## src/rtl/ifu_fetch.sv

```systemverilog
// Instruction fetch unit: single-outstanding fetch FSM with redirect squash.
// Holds one fetched instruction for decode under a valid/ready handshake.
module ifu_fetch #(
    parameter logic [31:0] RESET_PC = 32'h8000_0000
) (
    input  logic        clk,
    input  logic        rst_n,
    input  logic        redirect_valid_i,
    input  logic [31:0] redirect_pc_i,
    output logic        imem_req_valid_o,
    input  logic        imem_req_ready_i,
    output logic [31:0] imem_req_addr_o,
    input  logic        imem_rsp_valid_i,
    input  logic [31:0] imem_rsp_data_i,
    output logic        inst_valid_o,
    input  logic        inst_ready_i,
    output logic [31:0] inst_o,
    output logic [31:0] inst_pc_o
);

    typedef enum logic [2:0] {
        IDLE = 3'd0,
        REQ  = 3'd1,
        WAIT = 3'd2,
        HOLD = 3'd3,
        DROP = 3'd4
    } state_t;

    state_t      state_q;
    state_t      state_d;
    logic [31:0] pc_q;
    logic [31:0] inst_q;
    logic [31:0] inst_pc_q;
    logic        req_hs;
    logic        capture;

    assign req_hs  = (state_q == REQ) && imem_req_ready_i;
    assign capture = (state_q == WAIT) && imem_rsp_valid_i
                     && !redirect_valid_i;

    always_ff @(posedge clk or negedge rst_n) begin
        if (!rst_n) begin
            state_q <= IDLE;
        end else begin
            state_q <= state_d;
        end
    end

    // Redirect outranks every other event; a request already accepted
    // by memory must have its response drained in DROP.
    always_comb begin
        state_d = state_q;
        unique case (state_q)
            IDLE: state_d = REQ;
            REQ: begin
                if (redirect_valid_i) begin
                    state_d = req_hs ? DROP : REQ;
                end else if (req_hs) begin
                    state_d = WAIT;
                end
            end
            WAIT: begin
                if (redirect_valid_i) begin
                    state_d = imem_rsp_valid_i ? REQ : DROP;
                end else if (imem_rsp_valid_i) begin
                    state_d = HOLD;
                end
            end
            HOLD: begin
                if (redirect_valid_i || inst_ready_i) begin
                    state_d = REQ;
                end
            end
            DROP: begin
                if (!redirect_valid_i && imem_rsp_valid_i) begin
                    state_d = REQ;
                end
            end
            default: state_d = IDLE;
        endcase
    end

    always_comb begin
        imem_req_valid_o = 1'b0;
        inst_valid_o     = 1'b0;
        unique case (state_q)
            REQ:     imem_req_valid_o = 1'b1;
            HOLD:    inst_valid_o     = 1'b1;
            default: begin
                imem_req_valid_o = 1'b0;
                inst_valid_o     = 1'b0;
            end
        endcase
    end

    always_ff @(posedge clk or negedge rst_n) begin
        if (!rst_n) begin
            pc_q      <= RESET_PC;
            inst_q    <= 32'h0;
            inst_pc_q <= 32'h0;
        end else begin
            if (redirect_valid_i) begin
                pc_q <= redirect_pc_i & ~32'h3;
            end else if (capture) begin
                pc_q <= pc_q + 32'd4;
            end
            if (capture) begin
                inst_q    <= imem_rsp_data_i;
                inst_pc_q <= pc_q;
            end
        end
    end

    assign imem_req_addr_o = pc_q;
    assign inst_o          = inst_q;
    assign inst_pc_o       = inst_pc_q;

endmodule

```

## config.mk

```make
export PLATFORM = sky130hd
export DESIGN_NAME = ifu_fetch
export DESIGN_NICKNAME = d
export VERILOG_FILES = /design/src/rtl/ifu_fetch.sv
export SDC_FILE = /design/constraint.sdc
export NUM_CORES = 1
export LEC_CHECK = 0
export BUFFER_PORTS_ARGS = -buffer_cell sky130_fd_sc_hd__buf_4
export CAP_MARGIN = 0
export CORE_MARGIN = 10
export CORE_UTILIZATION = 49
export CTS_CLUSTER_DIAMETER = 80
export DETAILED_ROUTE_END_ITERATION = 10
export GPL_TIMING_DRIVEN = 0
export PLACE_DENSITY_LB_ADDON = 0.12
export SLEW_MARGIN = 10
export SYNTH_ARGS = -nofsm -noshare
export SYNTH_HDL_FRONTEND = slang
export SYNTH_SLANG_ARGS = --single-unit
```

## constraint.sdc

```tcl
create_clock -name clk -period 2 [get_ports clk]
set_input_delay 0.3 -clock clk [delete_from_list [all_inputs] [get_ports clk]]
set_output_delay 0.3 -clock clk [all_outputs]
set_load 0.01 [all_outputs]
```

---- After elaboration in Yosys (flattened, before gate mapping) ----
Cells that the tools add are included.
word-level totals
  register bits ........................... 99
  input bits .............................. 70
  output and inout bits ................... 98
  logic and storage cells ................. 35
cells by class
  add/subtract/negate cells ............... 1
  equality and inequality tests ........... 8
  mux-type cells .......................... 13
  reduce and logical (&&, ||, !) cells .... 9
operators by type and width
  operator               count
  $mux 32                2
  $add 32x3->32 const B  1
  $mux 3                 8
  $pmux 3 s5             1
  $eq 3x2->1 const B     2
  $ne 3x3->1 const B     2
  $logic_and 1x1->1      4
  $ne 2x2->1 const B     2
  $reduce_and 4->1       1
  $eq 3x1->1 const B     1
  $eq 3x3->1 const B     1
  $logic_not 3->1        1
  $mux 1                 2
  $reduce_bool 2->1      1
  $logic_not 1->1        1
  $logic_or 1x1->1       1

---- Longest topological paths before layout ----
Gate-level depths: netlist of the first run.
  depth in word-level cells ............... 5
  gate-level depth with buffers ........... 7
  mapped depth without buffers ............ 5

---- Worst setup path after synthesis of the first run ----
No wires, ideal clock.
  kind .................................... register to register
  from .................................... register state_q[2]
  to ...................................... register inst_q[0] (netlist: inst_o[0])
  library setup time ...................... 0.125 ns
  arrival ................................. 1.679 ns
  data required time ...................... 1.875 ns
  setup slack ............................. 0.196 ns
  cell stages (with the launch flop) ...... 6
  buffers on the path ..................... 2
  clock period less this slack ............ 1.804 ns
  cells stage by stage .................... dfrtp_1 -> and4bb_2 -> and2_1 -> clkbuf_1 -> buf_2 -> mux2_2
between the ends
  longest elaborated chain between the ends .. 3
ends and longest elaborated chain
  item                    RTL line  source
  from (decl)             29        state_t state_q;
  from (signal assigned)  45        state_q <= state_d;
  $eq 3x2->1              38        assign capture = (state_q == WAIT) && imem_rsp_valid_i
  $logic_and 1x1->1       38
  $logic_and 1x1->1       39        && !redirect_valid_i;
  to (signal assigned)    108       inst_q <= imem_rsp_data_i;
  to (decl)               32        logic [31:0] inst_q;
Every way passes these cells.
A chain may end at the register's enable or synchronous reset.

---- Worst setup path in the final report of the first run ----
  from .................................... register state_q[2]
  to ...................................... register pc_q[17] (netlist: imem_req_addr_o[17])
between the ends
  longest elaborated chain between the ends .. 4
ends and longest elaborated chain
  item                         RTL line  source
  $eq 3x2->1                   38
  $logic_and 1x1->1            38
  $logic_and 1x1->1            39
  $reduce_bool 2->1 (no line)  n/a
  to (signal assigned)         103       pc_q <= redirect_pc_i & ~32'h3;
  to (signal assigned)         105       pc_q <= pc_q + 32'd4;
  to (decl)                    31        logic [31:0] pc_q;
Every way passes these cells.

==> results of run 1 <==
cell usage after synthesis, types with 2 or more instances:
master / number / area (µm²)
clkbuf_1: 13 / 48.8
mux2_2: 62 / 698
a21oi_1: 2 / 10.0
nor2b_1: 3 / 18.8
buf_2: 8 / 40.0
nor2_1: 21 / 78.8
nand3_1: 13 / 65.1
nand4_1: 16 / 100
nand2_1: 21 / 78.8
buf_4: 7 / 52.6
clkbuf_2: 2 / 10.0
and4_1: 5 / 43.8
a31oi_1: 17 / 106
xor2_1: 8 / 70.1
nand2b_1: 2 / 12.5
o21ai_0: 17 / 85.1
and2_1: 6 / 37.5
a22oi_1: 3 / 22.5
or3_1: 6 / 37.5
and3_1: 3 / 18.8
dfrtp_1: 94 / 2350
o22ai_1: 2 / 12.5
or4_1: 13 / 97.6
o31ai_1: 12 / 90.1
nand3b_1: 2 / 15.0
inv_1: 2 / 7.51
worst max-delay path, stage by stage, from the launching register on:
cell and delay, ns:
dfrtp_2 0.45, and4bb_4 0.38, nand4_1 0.26, buf_6 0.24, o211a_1 0.22, a211o_1 0.26
registers in the layout (all words and copies together), names as in the netlist:
signal,flops
imem_req_addr_o,30
inst_o,32
inst_pc_o,30
state_q,3
final cells by class:
| type | instances | area [µm²] |
|---|---|---|
| inverter | 3 | 11.3 |
| multi-input combinational | 250 | 1850 |
| clock buffer | 10 | 128 |
| sequential | 95 | 2380 |
| tap | 108 | 135 |
| clock inverter | 6 | 46.3 |
| timing repair buffer | 161 | 1210 |
| buffer | 28 | 164 |
| fill | 698 | 2790 |
power by group:
part           internal, W  switching (W)
logic              0.00148        0.00107
registers          0.00259       0.000427
clock network     0.000459       0.000689
total              0.00453        0.00218
metal layers:
layer / vias to the layer above / GRT usage, % / wire length [µm]
met5: - / 0 / 0
met4: 0 / 5.43 / 142
met3: 12 / 8.70 / 1370
met2: 137 / 29.6 / 6130
met1: 1763 / 21.4 / 4730
li1: 1716 / - / -
what timing repair did:
item                       in CTS  in global routing
setup endpoints to repair      62                 27
buffers inserted                0                  1
gates resized for setup         3                 10
pin swaps                       0                  3
through the flow:
stage,util (%),worst slack [ns]
global route,68.0,0.00490
global placement,65.7,-0.0993
floorplan,-,0.196
CTS,67.6,0.0194
finish,68.0,0.0817
detailed placement,65.7,-0.137
worst paths after layout:
path | slack (ns) | startpoint | to
setup / recovery | 0.08 | state_q[2]$_DFFE_PN0P_ | imem_req_addr_o[17]$_DFFE_PN0P_
hold / removal | -0.004 | rst_n | imem_req_addr_o[19]$_DFFE_PN0P_
setup reg to reg | 0.08 | state_q[2]$_DFFE_PN0P_ | imem_req_addr_o[17]$_DFFE_PN0P_
hold reg to reg | 0.51 | state_q[2]$_DFFE_PN0P_ | state_q[1]$_DFFE_PN0P_
max in group asynchronous | 1.33 | rst_n | imem_req_addr_o[4]$_DFFE_PN0P_
min in group clk | 0.15 | redirect_pc_i[12] | imem_req_addr_o[12]$_DFFE_PN0P_
cell families (layout without fill, tap and decap cells):
family	count (synthesis)	count (layout)	synth area share [%]
muxes	63	63	16.2
other	1	4	0.0857
adders and majority gates	1	1	0.286
AOI/OAI and AO/OA	56	56	8.06
and+or+nand+nor	117	117	15.3
xor gates and xnor gates	9	9	1.80
DFF	95	95	54.3
buffers and inverters	34	208	3.97
==> results.cfg, run 1 <==
[outcome]
status = complete, but fails checks
violations = hold timing

[sta]
worstMarginPinSlew_ns = 0.860
post-route-period-util_pct = 95.9
maxSlewHeadroom_pct = 42.6
fin_tns_setup_ns = 0
setup_viol = 0
hold_viol = 10
rsz0062_at_grt = false
whs_ns = -0.00404
skew_ns = 0.0159
fin_crit_ns = 1.92
fmax_mhz = 521
final_max_slew_viol_count = 0

[worst_setup_path]
critPathMaxFanout = 10
startpoint_type = flip-flop
required_ns = 2.26
end_kind = flip-flop
worstSetupPathType = flip-flop to flip-flop
worstRegToRegCells = 5
cp.arrival_ns = 2.18

[placed_design]
place_inst = 647
dp_hpwl_mm = 9.41
placed_area_mm2 = 0.00573
port_buffers = 160
gp_congestion = 0.869

[die]
die_y_um = 115
start_util_pct = 50.2
die_width_um = 115
design.core.area_mm2 = 0.00872
row_count = 34
boundaryPins = 168
dieArea_mm2 = 0.0131

[yosys]
ys_warn_count = 0
ys_ff_latch = 95
avgSynthCellArea_um2 = 11.6
ys.flop_type = dfrtp_1
synth.cell_area_mm2 = 0.00438
netlist-cell-type-count = 42
netlist_instances = 376
ys_seq_area_share_pct = 54.3
synth_async_sr_flop_share_pct = 100
synth_edf_count = 0

[cells_and_area]
layout_commonest_cell = buf_4
stdcell_area_mm2 = 0.00593
nets = 619
diodes = 0
area_delta_synth_final_pct = 35.4
final_cells = 661
drive_gt1_share_pct = 48.1
mostFrequentLayoutCells = buf_4, dfrtp_1, mux2_2

[power]
p_per_area_mw_per_mm2 = 1130
leakage_nw = 2.79
worst_ir_drop_vdd_uv = 611
p_total_w = 0.00672

[drt]
drc = 0
drt_iter0_drc = 171
antenna_left = 0
wirelength_mm = 12.4
routed_via_density = 5.49
wl_per_cell_um = 18.7
vias = 3628
first_pass_iters = 4

[cts]
clock_sinks = 95
h-tree-depth = 3
clk_path_buf_depth = 2
numCtsBuffers = 9
clock_latency_ns = 0.37
cts_hold_buf = 0
clk_pin_slew_ns = 0.10
cts_tree = done
clk_root_buffer_cell = clkbuf_8

[global_routing]
gr-total-overflow = 0
antenna_found_initial = 0
grt_max_degree = 96
grt_pass1_vias = 3732
grt_pass1_wl_mm = 19.4
grt_util_all_layers_pct = 18.4

[run]
maxCapViolations = 0

[min_path]
hold_class = input pin to async pin
Power figures use the tool's default switching activity.
==> inputs of run 2 (changes only) <==
Settings changed: MAX_ROUTING_LAYER from default to met4.
==> results.cfg, run 2 (synthesis results as in run 1) <==
[sta]
final_max_slew_viol_count = 0
fin_crit_ns = 1.92
hold_viol = 0
rsz0062_at_grt = false
setup_viol = 0
whs_ns = 0.00751
skew_ns = 0.0158
post-route-period-util_pct = 96.1
fin_tns_setup_ns = 0
worstMarginPinSlew_ns = 0.863
maxSlewHeadroom_pct = 42.5
fmax_mhz = 520

[worst_setup_path]
critPathMaxFanout = 10
r2r_setup_slack_ns = 0.08
slowest_delay_ns = 0.45
cp_num_buf_inv = 1
worst_path_max_delay_cell = dfrtp_2
path_cells = and4bb_4, nand4_1, buf_6, o211a_1, a211o_1
cp.arrival_ns = 2.18
worstSetupPathType = flip-flop to flip-flop
required_ns = 2.26
startpoint_type = flip-flop
end_kind = flip-flop
path_delay_family = simple AND/OR/NAND/NOR gates

[cells_and_area]
multiInputGateArea_mm2 = 0.00185
n_fill_cell = 698
area_delta_synth_final_pct = 35.4
seq_area_mm2 = 0.00238
layout_commonest_cell = buf_4
diodes = 0
nets = 619
drive_gt1_share_pct = 48.1
largest_register_ffs = 32
mostFrequentLayoutCells = buf_4, dfrtp_1, mux2_2

[drt]
routed_via_density = 5.46
first_pass_iters = 4
drt_iter0_drc = 203
wirelength_mm = 12.4
antenna_left = 0
vias = 3612
wl_met3_mm = 1.12
top_layer = met4
drc = 0
m1WireLength_mm = 5.01
wl_met2_mm = 6.14
wl_per_cell_um = 18.8

[power]
p_per_area_mw_per_mm2 = 1130
leakage_nw = 2.79
worst_ir_drop_vdd_uv = 611

[die]
start_util_pct = 50.2
die_y_um = 115
dieArea_mm2 = 0.0131
row_count = 34
design.core.area_mm2 = 0.00872
die_width_um = 115
boundaryPins = 168

[cts]
h-tree-depth = 3
numCtsBuffers = 9
clk_path_buf_depth = 2
clock_sinks = 95
cts_tree = done
clock_latency_ns = 0.37
clk_pin_slew_ns = 0.10
cts_hold_buf = 0
clk_root_buffer_cell = clkbuf_8

[global_routing]
grt_util_all_layers_pct = 19.0
gr-total-overflow = 0
grt_pass1_wl_mm = 19.3
grt_pass1_vias = 3735
antenna_found_initial = 0
grt_max_degree = 96

[run]
maxCapViolations = 0

[placed_design]
port_buffers = 160
dp_hpwl_mm = 9.41
gp_congestion = 0.884

[min_path]
hold_class = input pin to async pin

[outcome]
status = complete, no violations
==> run 2: area by class of cell <==
| cell class | instances | share of cell area (%) |
|---|---|---|
| plain buffers | 28 | 2.77 |
| multi-input cells | 250 | 31.2 |
| inverters | 3 | 0.190 |
| clock inverters | 6 | 0.781 |
| repair buffers | 161 | 20.5 |
| well taps | 108 | 2.28 |
| clock buffers | 10 | 2.15 |
| flip-flops and latches | 95 | 40.2 |
==> run 2: repair_timing <==
| item | 4_1_cts | 5_1_grt |
|---|---|---|
| pin swaps | 0 | 3 |
| resized for setup | 3 | 10 |
| buffers inserted | 0 | 1 |
| cloned | 0 | 0 |
| setup endpoints to repair | 62 | 29 |
==> run 2: metrics by stage <==
step                cells  util [%]  instance area, µm²  setup WS, ns  power [W]
floorplan             379         -                4390         0.196    0.00415
global placement      647      65.7                5730       -0.0993    0.00554
detailed placement    647      65.7                5730        -0.137    0.00565
CTS                   661      67.6                5900        0.0194    0.00680
global route          661      68.0                5930       0.00490    0.00715
finish                661      68.0                5930        0.0786    0.00672
==> run 2: routing by layer <==
layer	vias up	track usage [%]
li1	1712	-
met1	1746	22.6
met2	143	29.6
met3	11	7.08
met4	0	5.43
met5	-	-
==> run 2: final timing paths <==
check / start / end / cells after the start
max in group asynchronous: rst_n / imem_req_addr_o[4]$_DFFE_PN0P_ / 1
setup reg to reg: state_q[2]$_DFFE_PN0P_ / imem_req_addr_o[17]$_DFFE_PN0P_ / 5
hold reg to reg: state_q[2]$_DFFE_PN0P_ / state_q[1]$_DFFE_PN0P_ / 1
setup / recovery: state_q[2]$_DFFE_PN0P_ / imem_req_addr_o[17]$_DFFE_PN0P_ / 5
hold / removal: rst_n / imem_req_addr_o[19]$_DFFE_PN0P_ / 1
min in group clk: redirect_pc_i[12] / imem_req_addr_o[12]$_DFFE_PN0P_ / 3
==> run 2: where the power goes <==
| group | switching (W) | internal (W) |
|---|---|---|
| logic | 0.00107 | 0.00148 |
| clock network | 0.000686 | 0.000459 |
| registers | 0.000428 | 0.00259 |
==> inputs of run 3 (changes only) <==
Settings changed: CELL_PAD_IN_SITES_DETAIL_PLACEMENT from default to 2, CELL_PAD_IN_SITES_GLOBAL_PLACEMENT from default to 2, CORE_UTILIZATION 49 to 30.
==> results.cfg, run 3 (synthesis results as in run 1) <==
[worst_setup_path]
cp.arrival_ns = 2.23
worst_path_max_delay_cell = or4_1
path_delay_family = simple AND/OR/NAND/NOR gates
required_ns = 2.29
end_kind = flip-flop
path_cells = and4bb_4, nand4_1, buf_4, or4_1, nand3_1
cp_num_buf_inv = 1
critPathMaxFanout = 5
worstSetupPathType = flip-flop to flip-flop
crit_start = state_q[0]$_DFFE_PN0P_
slowest_delay_ns = 0.52
startpoint_type = flip-flop
regToRegStartpoint = state_q[0]$_DFFE_PN0P_

[sta]
setup_viol = 0
post-route-period-util_pct = 97.0
skew_ns = 0.00777
maxSlewHeadroom_pct = 39.2
fmax_mhz = 515
hold_viol = 0
final.setup.worst_slack_ns = 0.0600
whs_ns = 0.0242
worstMarginPinSlew_ns = 0.912
fin_crit_ns = 1.94
final_max_slew_viol_count = 0

[drt]
vias = 3762
first_pass_iters = 4
wl_met3_um = 766
drt_iter0_drc = 178
routed_via_density = 5.03
wl_met2_mm = 8.22
m1WireLength_mm = 6.49
wirelength_mm = 15.6
antenna_left = 0
wl_per_cell_um = 20.9
drc = 0
top_layer = met4

[die]
die_width_um = 141
boundaryPins = 168
dieArea_mm2 = 0.0198
design.core.area_mm2 = 0.0144
die_y_um = 141
start_util_pct = 30.4
row_count = 44

[cts]
cts_tree = done
h-tree-depth = 3
clock_latency_ns = 0.35
clk_path_buf_depth = 2
cts_hold_buf = 0
clk_root_buffer_cell = clkbuf_16
clock_sinks = 95
clk_pin_slew_ns = 0.07
numCtsBuffers = 9

[placed_design]
port_buffers = 160
placed_area_mm2 = 0.00582
pre_cts_ws_ns = -0.366
gp_congestion = 0.806
dp_hpwl_mm = 11.8

[cells_and_area]
n_fill_cell = 1537
mostFrequentLayoutCells = buf_4, dfrtp_1, mux2_2
diodes = 0
layout_commonest_cell = buf_4
drive_gt1_share_pct = 50.7
final_util_pct = 43.4
nets = 630
area_delta_synth_final_pct = 42.8
stdcell_area_mm2 = 0.00625
largest_register_ffs = 32

[global_routing]
gr-total-overflow = 0
grt_util_all_layers_pct = 16.0
grt_pass1_vias = 4159
grt_max_degree = 96
antenna_found_initial = 0
grt_pass1_wl_mm = 24.4

[run]
maxCapViolations = 0

[power]
p_per_area_mw_per_mm2 = 1190
leakage_nw = 2.89
worst_ir_drop_vdd_uv = 598
p_total_w = 0.00747

[outcome]
status = complete, no violations

[min_path]
hold_class = input pin to async pin
-- run 3: cell count changes in the layout (fill, tap and decap cells not counted), sizes merged --
cell	before	now
buf	177	187
clkbuf	22	24
bufinv	0	1
clkinvlp	2	1
inv	3	2
-- run 3: power breakdown --
part	leakage, nW	switching [W]	internal, W	total (W)
clock	0.152	0.000762	0.00104	0.00180
combinational	1.56	0.00113	0.00150	0.00263
sequential	1.18	0.000440	0.00260	0.00304
total	2.89	0.00233	0.00514	0.00747
-- run 3: what timing repair did --
action | 4_1_cts | 5_1_grt
buffers inserted | 2 | 9
setup endpoints to repair | 72 | 46
gates resized for setup | 9 | 14
cloned | 0 | 1
endpoints found under the hold margin | 0 | 0
pin swaps | 1 | 3
-- run 3: area by class of cell --
cell class / count / area, µm² / share of cell area [%]
flip-flops and latches: 95 / 2390 / 38.2
multi-input cells: 250 / 1850 / 29.6
repair buffers: 172 / 1290 / 20.7
clock buffers: 11 / 253 / 4.04
well taps: 184 / 230 / 3.68
plain buffers: 28 / 170 / 2.72
clock inverters: 5 / 56.3 / 0.900
inverters: 3 / 11.3 / 0.180
-- run 3: path summary, 6_finish.rpt --
path                                                        end  slack [ns]  cells after the start
worst max-delay path            imem_req_addr_o[31]$_DFFE_PN1P_        0.06                      5
worst min-delay path                  inst_pc_o[27]$_DFFE_PN0P_        0.02                      1
worst max register to register  imem_req_addr_o[31]$_DFFE_PN1P_        0.06                      5
worst min register to register         inst_pc_o[9]$_DFFE_PN0P_        0.51                      1
max in group asynchronous        imem_req_addr_o[9]$_DFFE_PN0P_        1.26                      1
min in group clk                 imem_req_addr_o[5]$_DFFE_PN0P_        0.16                      3
-- run 3: stage by stage --
step / cells / TNS (ns)
final: 748 / 0
after floorplan: 379 / 0
after CTS: 739 / 0
after global routing: 748 / -0.00159
after global placement: 723 / -16.14
after detailed placement: 723 / -20.87
-- run 3: worst register-to-register path: stages, from the launching register on --
cell	delay [ns]
dfrtp_2	0.43
and4bb_4	0.38
nand4_1	0.24
buf_4	0.22
or4_1	0.52
nand3_1	0.09
-- run 3: layer usage --
| layer | vias up | global-route usage [%] |
|---|---|---|
| met4 | 0 | 4.57 |
| met1 | 1926 | 19.2 |
| met5 | - | - |
| li1 | 1739 | - |
| met3 | 13 | 4.13 |
| met2 | 84 | 26.0 |
